### config.mk
export PLATFORM = sky130hd
export DESIGN_NAME = elevator_open_door
export DESIGN_NICKNAME = d
export VERILOG_FILES = /design/src/rtl/elevator_open_door.sv
export SDC_FILE = /design/constraint.sdc
export NUM_CORES = 1
export LEC_CHECK = 0
export ABC_AREA = 1
export BUFFER_PORTS_ARGS = -buffer_cell sky130_fd_sc_hd__buf_2
export CORE_MARGIN = 2
export CORE_UTILIZATION = 54
export DETAILED_ROUTE_END_ITERATION = 16
export GPL_ROUTABILITY_DRIVEN = 0
export PLACE_DENSITY = 0.8
export SKIP_CTS_REPAIR_TIMING = 1
export SLEW_MARGIN = 20
export SYNTH_ARGS = -nofsm -noshare
export SYNTH_HDL_FRONTEND = slang
export SYNTH_SLANG_ARGS = --single-unit
### constraint.sdc
create_clock -name clock -period 1.7 [get_ports clock]
set_input_delay 0.255 -clock clock [delete_from_list [all_inputs] [get_ports clock]]
set_output_delay 0.255 -clock clock [all_outputs]
set_load 0.02 [all_outputs]
### src/rtl/elevator_open_door.sv
// Single-door controller: CLOSED -> OPENING -> OPEN -> CLOSING with a 16-bit dwell counter.
// Optional macro ELEVATOR_DOOR_OBSTRUCT_EN adds an obstruct input that re-opens or holds the door.
module elevator_open_door #(
    parameter int unsigned FLOOR       = 6,
    parameter int unsigned MOVE_CYCLES = 2,
    parameter int unsigned HOLD_CYCLES = 5
) (
    input  logic             clock,
    input  logic             reset,
`ifdef ELEVATOR_DOOR_OBSTRUCT_EN
    input  logic             obstruct,
`endif
    input  logic             open_req,
    input  logic [FLOOR-1:0] current_floor,
    output logic [FLOOR-1:0] door,
    output logic             door_closed,
    output logic             door_open
);

    typedef enum logic [1:0] {
        StClosed,
        StOpening,
        StOpen,
        StClosing
    } state_e;

    localparam logic [15:0]      MoveLoad = 16'(MOVE_CYCLES - 1);
    localparam logic [15:0]      HoldLoad = 16'(HOLD_CYCLES - 1);
    localparam logic [FLOOR-1:0] FloorMax = FLOOR'(FLOOR);
    localparam logic [FLOOR-1:0] OneLsb   = FLOOR'(1);

    state_e           state_q, state_d;
    logic [15:0]      cnt_q, cnt_d;
    logic [FLOOR-1:0] floor_q, floor_d;
    logic [FLOOR-1:0] door_q, door_d;

    logic floor_ok;
    logic cnt_zero;
    logic hold_req;
    logic obs_active;

`ifdef ELEVATOR_DOOR_OBSTRUCT_EN
    assign obs_active = obstruct;
`else
    assign obs_active = 1'b0;
`endif

    assign floor_ok = (current_floor != '0) && (current_floor <= FloorMax);
    assign cnt_zero = (cnt_q == 16'd0);
    // Same-floor request (or obstruction) keeps the door open; beats expiry in the same cycle.
    assign hold_req = (open_req && (current_floor == floor_q)) || obs_active;

    always_comb begin
        state_d = state_q;
        cnt_d   = cnt_q;
        floor_d = floor_q;
        door_d  = door_q;
        unique case (state_q)
            StClosed: begin
                if (open_req && floor_ok) begin
                    state_d = StOpening;
                    cnt_d   = MoveLoad;
                    floor_d = current_floor;
                    door_d  = OneLsb << (current_floor - OneLsb);
                end
            end
            StOpening: begin
                if (cnt_zero) begin
                    state_d = StOpen;
                    cnt_d   = HoldLoad;
                end else begin
                    cnt_d = cnt_q - 16'd1;
                end
            end
            StOpen: begin
                if (hold_req) begin
                    cnt_d = HoldLoad;
                end else if (cnt_zero) begin
                    state_d = StClosing;
                    cnt_d   = MoveLoad;
                end else begin
                    cnt_d = cnt_q - 16'd1;
                end
            end
            StClosing: begin
                if (obs_active) begin
                    state_d = StOpening;
                    cnt_d   = MoveLoad;
                end else if (cnt_zero) begin
                    state_d = StClosed;
                    door_d  = '0;
                end else begin
                    cnt_d = cnt_q - 16'd1;
                end
            end
            default: begin
                state_d = StClosed;
                cnt_d   = 16'd0;
                door_d  = '0;
            end
        endcase
    end

    always_ff @(posedge clock) begin
        if (reset) begin
            state_q <= StClosed;
            cnt_q   <= 16'd0;
            floor_q <= '0;
            door_q  <= '0;
        end else begin
            state_q <= state_d;
            cnt_q   <= cnt_d;
            floor_q <= floor_d;
            door_q  <= door_d;
        end
    end

    assign door        = door_q;
    assign door_closed = (state_q == StClosed);
    assign door_open   = (state_q == StOpen);

endmodule

==> results.cfg <==
[yosys]
synth_area_leaders = dfxtp_1, nor2_1, nand2_1
yosysWarnings = 0
synth_top_area_share = 0.2996
syn_inst = 312
ys_seq_elements = 30
yosys.area.top_type = dfxtp_1
async_reset_ff_frac = 0
syn-num-nets = 329
synthesis.area_sq_um = 2004
synth_edf_count = 0
syn_area_per_cell_sq_um = 6.424
synth-seq-area-share = 0.2996
synthFlopType = dfxtp_1
synthDistinctLibCells = 32

[route]
wl_per_cell_microns = 11.02
wirelength_mm = 4.329
ant_nets = 0
drc = 0
drt-initial-drc-count = 73
first_pass_iters = 4
viasPerCell = 4.893
vias = 1923

[flow_run]
cap_violations = 0

[layout]
fin_area_sq_um = 2424
drive_above_1_share = 0.2145
antenna_cells = 0
fill_cells = 312
seq_area_sq_um = 600.6
syn_to_final_growth_pct = 20.91
multiInputGateArea_sq_um = 1237
nets = 361

[outcome]
status = complete, no violations

[die]
ioPinCount = 17
die_w_microns = 64.93
die_h_microns = 64.93
design.core.area_sq_um = 3606
start_util = 0.5559
rows = 22
die-area_sq_um = 4215

[sta]
slew_viol_final = 0
period_needed_ns = 1.595
max_slew_margin = 0.7944
setup_viol = 0
rsz0062_at_grt = yes
tightestPinTransition_ns = 0.3073
fin_skew_ns = 0.008848
period_share = 0.9383
clock.fmax_ghz = 0.6269
hold_viol_final = 0
tns_ns = 0

[setup_path]
path_class = register to register
start_kind = register
cp-startpoint = cnt_q[0]
path_max_fanout = 6
required_ns = 1.89
worst_path_largest_cell_delay_ns = 0.32
critPathSlowestCell = dfxtp_1
endpoint_kind = register
crit_chain = inv_1 > ha_4 > nand2_2 > nor2_4 > nand3_2 > nand2_4 > buf_4 > inv_8 > nand2_1 > xor2_1 > nor2_1
r2r_start = cnt_q[0]
arrival_ns = 1.79

[cts]
clock_path_buffers = 2
cts_tree = built
cts_sinks = 30
cts_root_buf = clkbuf_8
clk_latency_ns = 0.29
path_clk_slew_ns = 0.07
htree_levels = 2
cts_buffers = 5

[placed_design]
dpl_cell_area_sq_um = 2207
hpwl_mm = 3.285
port-buffer-count = 16

[global_route]
grt_overflow = 0
grt_pass1_wl_mm = 7.852
antenna_found_initial = 0
grt_max_degree = 17
grt_pass1_vias = 1900
track_usage = 0.2378

[pwr]
power.leakage_nw = 1.161
powerDensity_nw_per_um2 = 2355
ir_drop_uv = 1659

[hold_path]
hold_class = primary input to register
hp-start = current_floor[2]
[registers in the layout, summed over array words and instances, names as in the netlist]
name,count
door,6
floor_q,6
cnt_q,16
state_q,2
[worst max-delay path: cells and delay by family, from the launching register on]
family / cells / cell delay, ns
buffers and inverters: 3 / 0.30
adder cells (fa/ha/maj): 1 / 0.16
XOR/XNOR: 1 / 0.15
AND/OR/NAND/NOR: 6 / 0.58
flip-flops: 1 / 0.32
[kinds of logic (layout without fill, tap and decap cells)]
family,Yosys count,after routing,share of synthesized area
simple gates,180,180,0.3970
buf+inv,55,88,0.1149
flops,30,30,0.2996
compound gates,25,25,0.07366
xor+xnor,14,14,0.06492
fa+ha+maj,8,8,0.04994
[per-stage QoR]
| step | hold WS, ns | power [W] | setup WS [ns] | util | instances |
|---|---|---|---|---|---|
| 3_3_place_gp | 0.4521 | 0.004399 | 0.04512 | 0.6121 | 384 |
| 6_report | 0.3271 | 0.005708 | 0.1049 | 0.6721 | 393 |
| 2_1_floorplan | 0.4230 | 0.003706 | 0.1434 | - | 312 |
| 5_1_grt | 0.3457 | 0.006251 | -0.01498 | 0.6721 | 393 |
| 3_5_place_dp | 0.4571 | 0.004457 | -0.007769 | 0.6121 | 384 |
| 4_1_cts | 0.3297 | 0.005390 | -0.02416 | 0.6516 | 392 |
[synth_stat cells (all sizes together), types with 2 or more instances]
cell	number
nand4	8
nand3	17
a21boi	2
inv	50
nand2	74
dfxtp	30
buf	4
ha	8
xor2	9
nor3	6
o21ai	7
xnor2	5
a21oi	12
o211ai	2
nor2	72
[power breakdown]
| group | leakage (nW) | internal (W) | total, W | switching (W) |
|---|---|---|---|---|
| logic | 0.846 | 0.00152 | 0.00375 | 0.00224 |
| registers | 0.243 | 0.000879 | 0.00105 | 0.000166 |
| clock network | 0.0714 | 0.000625 | 0.000912 | 0.000287 |
[worst paths after layout]
kind	to	cells after the start	slack, ns
hold reg to reg	floor_q[3]	2	0.46
setup / recovery	cnt_q[12]	11	0.10
hold / removal	floor_q[2]	3	0.33
setup reg to reg	cnt_q[12]	11	0.10
[routing by layer]
layer	GRT usage	vias to the layer above	share of wire
met2	0.4111	30	0.47
met3	0.06076	7	0.041
met4	0.1011	0	0.017
met5	0	-	0
met1	0.2766	863	0.47
li1	-	1023	-
[layout make-up]
class | instances | share of cell area
clock buffers | 6 | 0.03407
clock inverters | 2 | 0.02478
inverters | 50 | 0.08157
multi-input cells | 227 | 0.5106
flip-flops and latches | 30 | 0.2478
well taps | 48 | 0.02478
repair buffers | 30 | 0.07641
[layout by cell type, fill, tap and decap left out, drive strengths merged]
cell	n
nand4	8
nor3	6
dfxtp	30
nand3b	1
o21bai	1
o211ai	2
clkbuf	6
nand3	17
o21ai	7
inv	50
bufinv	2
o31ai	1
and2	1
a21boi	2
nand2	74
or2	1
ha	8
a21oi	12
xnor2	5
xor2	9
buf	30
nor2	72
(Power assumes the default switching activity.)
